--- src/rtl/axi_txn_timeout_tracker_pkg.sv ---
`default_nettype none
// ============================================================================
// Module      : axi_txn_timeout_tracker_pkg
// Description : Shared types, defaults and helpers for the AXI write
//               transaction timeout monitor.
// Revision    : 1.0 - initial release
// ============================================================================
package axi_txn_timeout_tracker_pkg;

   // Default shape of the monitor. The table storage types below are sized
   // from these values, so a configuration change starts here.
   localparam int unsigned DefMaxUniqIds   = 2;
   localparam int unsigned DefMaxTxnsPerId = 4;
   localparam int unsigned DefCntWidth     = 10;
   localparam int unsigned DefPrescalerDiv = 64;
   localparam int unsigned DefAxiIdWidth   = 6;

   localparam int unsigned SlotIdxW = (DefMaxTxnsPerId > 1) ? $clog2(DefMaxTxnsPerId) : 1;
   localparam int unsigned TxnCntW  = $clog2(DefMaxTxnsPerId + 1);

   // One outstanding transaction: remaining ticks plus sticky expiry.
   typedef struct packed {
      logic                   expired;
      logic [DefCntWidth-1:0] cnt;
   } slot_t;

   // One tracked ID with its ring of outstanding transactions.
   typedef struct packed {
      logic                               valid;
      logic [DefAxiIdWidth-1:0]           id;
      logic [TxnCntW-1:0]                 count;
      logic [SlotIdxW-1:0]                head;
      logic [SlotIdxW-1:0]                tail;
      slot_t [DefMaxTxnsPerId-1:0]        slots;
   } entry_t;

   // Ring pointer advance with wrap at an arbitrary depth.
   function automatic logic [SlotIdxW-1:0] ring_inc(input logic [SlotIdxW-1:0] p,
                                                     input int unsigned         depth);
      if (32'(p) + 32'd1 >= depth) return '0;
      else                         return p + 1'b1;
   endfunction

endpackage
`default_nettype wire

--- src/rtl/txn_tick_prescaler.sv ---
`default_nettype none
// ============================================================================
// Module      : txn_tick_prescaler
// Description : Free-running divider producing a one-cycle timeout tick every
//               PrescalerDiv clocks.
// Revision    : 1.0 - initial release
// ============================================================================
module txn_tick_prescaler
   import axi_txn_timeout_tracker_pkg::*;
#(
   parameter int unsigned PrescalerDiv = DefPrescalerDiv
) (
   input  logic clk_i,
   input  logic rst_ni,
   output logic tick_o
);

   localparam int unsigned PreW = $clog2(PrescalerDiv);

   logic [PreW-1:0] cnt_q;
   logic [PreW-1:0] cnt_d;

   assign tick_o = (cnt_q == PreW'(PrescalerDiv - 1));
   assign cnt_d  = tick_o ? '0 : cnt_q + 1'b1;

   // Divider count register, wraps on the tick cycle.
   always_ff @(posedge clk_i or negedge rst_ni) begin
      if (!rst_ni) cnt_q <= '0;
      else         cnt_q <= cnt_d;
   end

endmodule
`default_nettype wire

--- src/rtl/axi_txn_timeout_tracker.sv ---
`default_nettype none
// ============================================================================
// Module      : axi_txn_timeout_tracker
// Description : Passive AXI AW/B monitor. Tracks outstanding writes per ID,
//               counts down a per-transaction budget in prescaled ticks and
//               flags timeouts, untracked AWs and unmatched Bs.
// Revision    : 1.0 - initial release
// ============================================================================
module axi_txn_timeout_tracker
   import axi_txn_timeout_tracker_pkg::*;
#(
   parameter int unsigned MaxUniqIds   = DefMaxUniqIds,
   parameter int unsigned MaxTxnsPerId = DefMaxTxnsPerId,
   parameter int unsigned CntWidth     = DefCntWidth,
   parameter int unsigned PrescalerDiv = DefPrescalerDiv,
   parameter int unsigned AxiIdWidth   = DefAxiIdWidth
) (
   input  logic                  clk_i,
   input  logic                  rst_ni,
   input  logic [CntWidth-1:0]   budget_i,
   input  logic                  aw_valid_i,
   input  logic                  aw_ready_i,
   input  logic [AxiIdWidth-1:0] aw_id_i,
   input  logic                  b_valid_i,
   input  logic                  b_ready_i,
   input  logic [AxiIdWidth-1:0] b_id_i,
   input  logic                  clear_i,
   output logic                  accept_o,
   output logic                  timeout_o,
   output logic [AxiIdWidth-1:0] timeout_id_o,
   output logic                  overflow_o,
   output logic                  unexpected_o,
   output logic                  busy_o
);

   localparam int unsigned EntIdxW = (MaxUniqIds > 1) ? $clog2(MaxUniqIds) : 1;

   entry_t [MaxUniqIds-1:0] ent_q, ent_d;
   logic                    tick;
   logic                    aw_hs, b_hs;
   logic                    aw_hit, b_hit, free_any;
   logic                    aw_fire, b_fire;
   logic [EntIdxW-1:0]      aw_idx, b_idx, free_idx, aw_tgt;
   logic                    ovf_q, unexp_q;

   txn_tick_prescaler #(
      .PrescalerDiv (PrescalerDiv)
   ) u_prescaler (
      .clk_i  (clk_i),
      .rst_ni (rst_ni),
      .tick_o (tick)
   );

   // A slot is occupied when it sits within count positions of the head.
   function automatic logic slot_busy(input entry_t e, input int k);
      int h;
      int off;
      h   = int'(e.head);
      off = (k >= h) ? (k - h) : (k + int'(MaxTxnsPerId) - h);
      return off < int'(e.count);
   endfunction

   // ID lookups for AW and B, plus lowest free entry (descending loop keeps the lowest index).
   always_comb begin
      aw_hit   = 1'b0;
      aw_idx   = '0;
      b_hit    = 1'b0;
      b_idx    = '0;
      free_any = 1'b0;
      free_idx = '0;
      for (int i = MaxUniqIds - 1; i >= 0; i--) begin
         if (ent_q[i].valid && (ent_q[i].id == aw_id_i)) begin
            aw_hit = 1'b1;
            aw_idx = EntIdxW'(i);
         end
         if (ent_q[i].valid && (ent_q[i].id == b_id_i)) begin
            b_hit = 1'b1;
            b_idx = EntIdxW'(i);
         end
         if (!ent_q[i].valid) begin
            free_any = 1'b1;
            free_idx = EntIdxW'(i);
         end
      end
   end

   // Acceptance looks only at registered state, so a same-cycle B cannot open a full entry.
   assign accept_o = aw_hit ? (ent_q[aw_idx].count < TxnCntW'(MaxTxnsPerId)) : free_any;
   assign aw_hs    = aw_valid_i && aw_ready_i;
   assign b_hs     = b_valid_i && b_ready_i;
   assign aw_fire  = aw_hs && accept_o;
   assign b_fire   = b_hs && b_hit;
   assign aw_tgt   = aw_hit ? aw_idx : free_idx;

   // Table update in order: clear, tick, retire head, capture tail, recount.
   always_comb begin
      ent_d = ent_q;
      for (int i = 0; i < MaxUniqIds; i++) begin
         for (int k = 0; k < MaxTxnsPerId; k++) begin
            if (clear_i) ent_d[i].slots[k].expired = 1'b0;
            if (tick && slot_busy(ent_q[i], k)) begin
               if (ent_q[i].slots[k].cnt != '0)
                  ent_d[i].slots[k].cnt = ent_q[i].slots[k].cnt - 1'b1;
               else
                  ent_d[i].slots[k].expired = 1'b1;
            end
         end
      end
      if (b_fire) begin
         ent_d[b_idx].slots[ent_q[b_idx].head] = '0;
         ent_d[b_idx].head = ring_inc(ent_q[b_idx].head, MaxTxnsPerId);
      end
      if (aw_fire) begin
         ent_d[aw_tgt].slots[ent_q[aw_tgt].tail].expired = 1'b0;
         ent_d[aw_tgt].slots[ent_q[aw_tgt].tail].cnt     = budget_i;
         ent_d[aw_tgt].tail = ring_inc(ent_q[aw_tgt].tail, MaxTxnsPerId);
         ent_d[aw_tgt].id   = aw_id_i;
      end
      for (int i = 0; i < MaxUniqIds; i++) begin
         if ((aw_fire && int'(aw_tgt) == i) && !(b_fire && int'(b_idx) == i))
            ent_d[i].count = ent_q[i].count + 1'b1;
         else if (!(aw_fire && int'(aw_tgt) == i) && (b_fire && int'(b_idx) == i))
            ent_d[i].count = ent_q[i].count - 1'b1;
         ent_d[i].valid = (ent_d[i].count != '0);
      end
   end

   // ID table register.
   always_ff @(posedge clk_i or negedge rst_ni) begin
      if (!rst_ni) ent_q <= '0;
      else         ent_q <= ent_d;
   end

   // Sticky error flags; a new error event takes priority over clear.
   always_ff @(posedge clk_i or negedge rst_ni) begin
      if (!rst_ni) begin
         ovf_q   <= 1'b0;
         unexp_q <= 1'b0;
      end else begin
         if (aw_hs && !accept_o) ovf_q <= 1'b1;
         else if (clear_i)       ovf_q <= 1'b0;
         if (b_hs && !b_hit)     unexp_q <= 1'b1;
         else if (clear_i)       unexp_q <= 1'b0;
      end
   end

   // Timeout reporting (lowest entry wins) and busy summary.
   always_comb begin
      timeout_o    = 1'b0;
      timeout_id_o = '0;
      busy_o       = 1'b0;
      for (int i = MaxUniqIds - 1; i >= 0; i--) begin
         busy_o = busy_o | ent_q[i].valid;
         for (int k = 0; k < MaxTxnsPerId; k++) begin
            if (ent_q[i].slots[k].expired) begin
               timeout_o    = 1'b1;
               timeout_id_o = ent_q[i].id;
            end
         end
      end
   end

   assign overflow_o   = ovf_q;
   assign unexpected_o = unexp_q;

endmodule
`default_nettype wire

--- config.mk ---
export PLATFORM = sky130hd
export DESIGN_NAME = axi_txn_timeout_tracker
export DESIGN_NICKNAME = d
export VERILOG_FILES = /design/src/rtl/axi_txn_timeout_tracker_pkg.sv /design/src/rtl/txn_tick_prescaler.sv /design/src/rtl/axi_txn_timeout_tracker.sv
export SDC_FILE = /design/constraint.sdc
export NUM_CORES = 1
export LEC_CHECK = 0
export ABC_AREA = 1
export BUFFER_PORTS_ARGS = -buffer_cell sky130_fd_sc_hd__buf_4
export CAP_MARGIN = 20
export CORE_ASPECT_RATIO = 0.5
export CORE_UTILIZATION = 60
export CTS_CLUSTER_DIAMETER = 150
export CTS_CLUSTER_SIZE = 20
export DETAILED_ROUTE_END_ITERATION = 10
export GPL_ROUTABILITY_DRIVEN = 0
export PLACE_DENSITY = 0.78
export SLEW_MARGIN = 25
export SYNTH_ARGS = -nofsm -noshare
export SYNTH_HDL_FRONTEND = slang
export SYNTH_SLANG_ARGS = --single-unit
--- constraint.sdc ---
create_clock -name clk_i -period 6.2 [get_ports clk_i]
set_input_delay 0.62 -clock clk_i [delete_from_list [all_inputs] [get_ports clk_i]]
set_output_delay 0.62 -clock clk_i [all_outputs]
set_load 0.02 [all_outputs]
### Word level (Yosys, flattened, before mapping)

Cells that the tools add are included.

* output and inout bits: 11
* logic and storage cells: 251
* register bits after elaboration: 124
* bits of input ports: 29

* order comparisons: 26
* add/sub/neg operators: 31
* eq/ne operators: 5
* muxes and demuxes: 109
* reductions and logical operators: 48
* bitwise gates (word level): 3

Operators by type and width (count)
* bitwise mux 116 bit: 6
* demux 58 bit (select 1 bit): 6
* < comparator 32 x 4 -> 1 bit: 6
* 2-to-1 mux 32 bit: 6
* 2-to-1 mux 48 bit: 3
* 2-to-1 mux 46 bit: 3
* 2-to-1 mux 44 bit: 3
* 2-to-1 mux 116 bit: 1
* 2-to-1 mux 115 bit: 1
* 2-to-1 mux 11 bit: 10
* 2-to-1 mux 51 bit: 2
* 2-to-1 mux 10 bit: 9
* nonzero test 10 bit: 8
* subtractor 10 x 1 -> 10 bit, second input constant: 8
* demux 11 bit (select 2 bit): 3
* 2-to-1 mux 57 bit: 1
* 2-to-1 mux 6 bit: 9
* 2-to-1 mux 1 bit: 38
* logical AND 1 bit: 30
* == test 6 bit: 4
* subtractor 3 x 2 -> 4 bit, first input constant: 6
* 2-to-1 mux 3 bit: 4
* subtractor 1 x 2 -> 3 bit, first input constant: 4
* subtractor 2 x 2 -> 3 bit, first input constant: 4
* 21 further kinds: 47

### Longest topological paths before layout

* depth after elaboration: 23
* mapped depth: 18
* gate-level depth less buffers: 17

### Hierarchy

A second synthesis with hierarchy kept.

* cells, all modules: 1038
* area, all modules: 7996.4 um^2

By module, submodules not included
* axi_txn_timeout_tracker: area each 7744.9 um^2, cells an instance 1015, times used 1, sequential area each 2952.8 um^2
* txn_tick_prescaler: area each 251.5 um^2, cells an instance 23, times used 1, sequential area each 150.1 um^2

### Worst setup path after synthesis

No wires, ideal clock.

* path kind: input to register
* start: input port aw_id_i[3]
* end: register ent_q[100] (netlist name)
* arrival time: 2.365 ns
* cell stages on the path: 17
* path slack: 3.753 ns
* required time: 6.118 ns
* cell sequence: inv_1 -> nand2_1 -> nand2_1 -> nor2_1 -> nand2_1 -> nor2_2 -> nor2_1 -> nor2_4 -> or2_2 -> o21ai_0 -> inv_1 -> ha_1 -> nand2_1 -> nor2_4 -> nor2_4 -> inv_2 -> o22ai_1

RTL lines
* from (decl): RTL line axi_txn_timeout_tracker.sv:23 `input logic [AxiIdWidth-1:0] aw_id_i,`
* to (signal assigned): RTL line axi_txn_timeout_tracker.sv:131 `else ent_q <= ent_d;`
* to (decl): RTL line axi_txn_timeout_tracker.sv:38 `entry_t [MaxUniqIds-1:0] ent_q, ent_d;`

### Worst setup path in the final report

* start: register ent_q[79] (netlist name)
* end: output port timeout_id_o[4]

* word-level cells in the longest chain between the ends: 7

Ends and longest elaborated chain
* 2-to-1 mux 6 bit (7 in a row): RTL line axi_txn_timeout_tracker.sv:155 `if (ent_q[i].slots[k].expired) begin`
* to (decl): RTL line axi_txn_timeout_tracker.sv:30 `output logic [AxiIdWidth-1:0] timeout_id_o,`

No other way between the ends.

==> results.md <==
- 2.905 ns — time the final worst path needs with I/O delays and setup
- 29.3% — share of total power in the clock network
- 1102 — gate count of the mapped netlist
- 44 — distinct cell type count after synthesis
- 5 — Detailed Routing Iterations Pass 1
- 0 — Post CTS Setup Buffer Count
- 17 — number of buffers created by CTS
- 2191 uW — Internal Pwr Total
- 4 — CTS H-tree lvls
- 0 — post-route ant nets
- nand2_1, inv_1, dfrtp_1 — most numerous cell types in the synthesized netlist
- 39 — Port-buffer cells
- 0.9331 ns — transition time at the pin with the least slew margin
- 1446 uW — net switching power
- dfrtp_1 — Main synth FF type
- 7388 — via count of the first global-routing pass
- 3637 uW — total power of the final layout
- 0 — number of warnings printed during yosys synthesis
- 1337 — post-route insts no fill
- nor4_1 -> inv_1 -> nand2_1 -> o22ai_1 -> buf_4 — cell chain of the critical path
- 11.05% — fraction of layout cells with a size suffix above 1
- 37.80% — share of the yosys chip area belonging to registers
- 63.20% — Initial Utilization
- 0 — Resized cells post-CTS
- 3.33 ns — Worst R2R Setup Slack
- 37.80% — proportion of netlist area held by the largest area contributor
- 39.77% — switching portion of total power
- 207.5 uV — Peak supply drop
- 5 — number of cells on the critical path
- 0.06 ns — clk slew on worst S/H paths
- 124 — number of storage elements in the synthesis netlist
- dfrtp_1, nand2_1, inv_1 — dominant cells by area after synthesis
- 0 — final number of max-transition violations
- 27.71% — simple-gate area share of the yosys netlist
- 0.78 ns — slowest stage delay, CP
- clkbuf_16 — clock root buffer
- flop — Setup crit start kind
- ent_q[79]$_DFF_PN0_ — worst setup path start
- 12990 um2 — Core Region
- 391.3 nW/um2 — power density over cell area
- 46.85% — share of the cycle needed by the critical path after routing
- 0 — Setup violations, final
- 0 — DRC violations left
- 2 — maximum clock path buffer count
- 16.32 um — Avg WL per Cell
- 84.71 um — vertical die dimension
- flop to primary output — classification of the worst setup path
- 0.2591% — proportion of synthesized area in mux cells
- 0.42 ns — clk_lat worst skew
- 37.22% — worst rel slew slack
- 75 — pin count of the biggest net entering global routing
- 2 — combined buffer and inverter count along the critical path
- 11.81% — compound-gate portion of the synthesized area
- 35.2% — sequential cell fraction of total power
- 6 — largest fanout on the critical path
- 344.3 MHz — Max Freq
- yes — clock tree from TritonCTS
- 0 — number of antenna violations at the first check in global routing
- 40 — top-level port count
- 5.666 — Avg Vias per Cell
- 5.58 ns — CP required
- 0 — number of synthesized flops with an enable pin
- 32.46% — total routing resource utilization after global routing
- 7.042% — xor/xnor share of the synthesized area
- 15060 um — DP Wirelength
- 0 ns — final-layout setup total negative slack
- 7.449 um2 — per-instance average area after synthesis
- 1041 — count of filler cells inserted in the layout
- 3.173 ns — Worst Setup Slack post-DPL
- 0.009780 ns — Fin Clk Skew
- 0 — Ant. Diodes
- dfrtp_1 — post-synthesis cell type with the largest combined area
- ent_q[104]$_DFFE_PN0P_ — Crit Reg-Reg Startpoint
- 35.5% — combinational cell fraction of total power
- 0 — hold-fix buffers at CTS
- 35600 um — first-pass GRT wire length
- 29 — number of rows created at floorplan
- simple AND/OR/NAND/NOR gates — delay-heaviest family, CP
- false — setup repair after global routing missed its margin
- 7575 — DR vias
- 594 — violation count after the first detailed-route iteration
- nand2_1 — most used standard cell by instance count after synthesis
- 3.295 ns — slack of the critical path
- 2.28 ns — worst path arrival time
- input port to async pin — Hold WC Path Type
- simple AND/OR/NAND/NOR gates — combinational family with the most area after synthesis
- primary output — kind of capture point of the worst setup path
- 14 — worst-case reg-to-reg path depth
- 8209 um2 — Post-Syn Area
- 21820 um — total length of routed wires
- 124 — TritonCTS Sinks
- 0 — total grt overflow
- 0 — hold violation total from the final report
- 0 — number of violations of the max-capacitance limit
- 14180 um2 — overall die area
- 1305 — placed instance count
- 167.4 um — die outline width
- 0.004885 uW — reported leakage power
- 1226 — final layout net count
- 13.20% — area overhead of the layout relative to synthesis
- 6.554% — adder-cell share of the synthesized area
- completed — result of the run
- nor4_1 — Max stage delay cell, worst path
- 1174 — number of nets in the synthesized netlist
- 100.0% — asr flop ratio synth
==> routing by layer <==
metal  GRT usage (%)  routed length [um]  part of all wire (%)  vias up
met5               0                   0                     0        -
met4           13.84                 583                   2.7        0
met3           6.931                1602                   7.3       56
met2           52.80               10030                    46      276
met1           42.38                9603                    44     3564
li1                -                   -                     -     3679
==> layout make-up <==
cell class                 instances  area, um2  area share [%]
sequential                       124       3103           33.39
tap                              170      212.7           2.289
timing repair buffer              41      311.5           3.353
clock inverter                    14      182.7           1.966
clock buffer                      18      439.2           4.726
inverter                         176      661.9           7.123
multi-input combinational        794       4382           47.15
==> power by group through the flow <==
stage	clock [uW]	sequential, uW	combinational, uW
2_1_floorplan	0	1230	984
3_3_place_gp	0	1280	1200
3_5_place_dp	0	1280	1260
4_1_cts	1070	1270	1280
5_1_grt	1110	1310	1480
6_report	1060	1280	1290
==> worst paths after layout <==
| check | to |
|---|---|
| worst max register to register | ent_q[65]$_DFF_PN0_ |
| max in group asynchronous | ent_q[24]$_DFF_PN0_ |
| min in group clk_i | ent_q[26]$_DFF_PN0_ |
| worst min register to register | u_prescaler.cnt_q[0]$_DFF_PN0_ |
| worst max-delay path | timeout_id_o[4] |
| worst min-delay path | ent_q[48]$_DFF_PN0_ |
==> sequential cells by signal, summed over array words and instances (netlist names) <==
register / count
overflow_o: 1
unexpected_o: 1
ent_q: 116
u_prescaler.cnt_q: 6
==> worst reg2reg max path: cells and delay by family (launching register included) <==
| kind | cells | cell delay, ns |
|---|---|---|
| and+or+nand+nor | 4 | 0.40 |
| xor gates and xnor gates | 1 | 0.15 |
| AOI/OAI and AO/OA | 3 | 0.74 |
| DFF | 1 | 0.45 |
| buffers and inverters | 4 | 0.41 |
| adders and majority gates | 2 | 0.59 |
==> metrics by stage <==
step	cell area (um2)	util (%)	hold slack [ns]
2_1_floorplan	8209	-	0.3244
3_3_place_gp	8667	66.72	0.4485
3_5_place_dp	8667	66.72	0.4674
4_1_cts	9289	71.51	0.2552
5_1_grt	9293	71.54	0.2872
6_report	9293	71.54	0.2380
==> cells by family after synthesis <==
| kind of cell | Yosys count |
|---|---|
| AOI/OAI and AO/OA | 168 |
| buffers and inverters | 184 |
| DFF | 124 |
| and+or+nand+nor | 515 |
| xor gates and xnor gates | 66 |
| adders and majority gates | 43 |
| muxes | 2 |
==> cells in the final DEF, fill, tap and decap left out, types with 6 or more instances in the layout <==
cell type	netlist	final
clkbuf_16	0	17
nand4_1	21	21
or2_2	6	6
nand2_1	267	267
o21ai_1	32	32
nor2_1	102	102
o22ai_1	36	36
xor2_1	40	40
o21ai_0	53	53
inv_2	19	19
a22oi_1	6	6
xnor2_1	26	26
a21oi_1	23	23
nor4_1	8	8
nor3_1	14	14
dfrtp_1	124	124
nor2_2	6	6
ha_1	43	43
inv_1	155	155
nand3_1	70	70
buf_4	0	40
(Power assumes the default switching activity.)
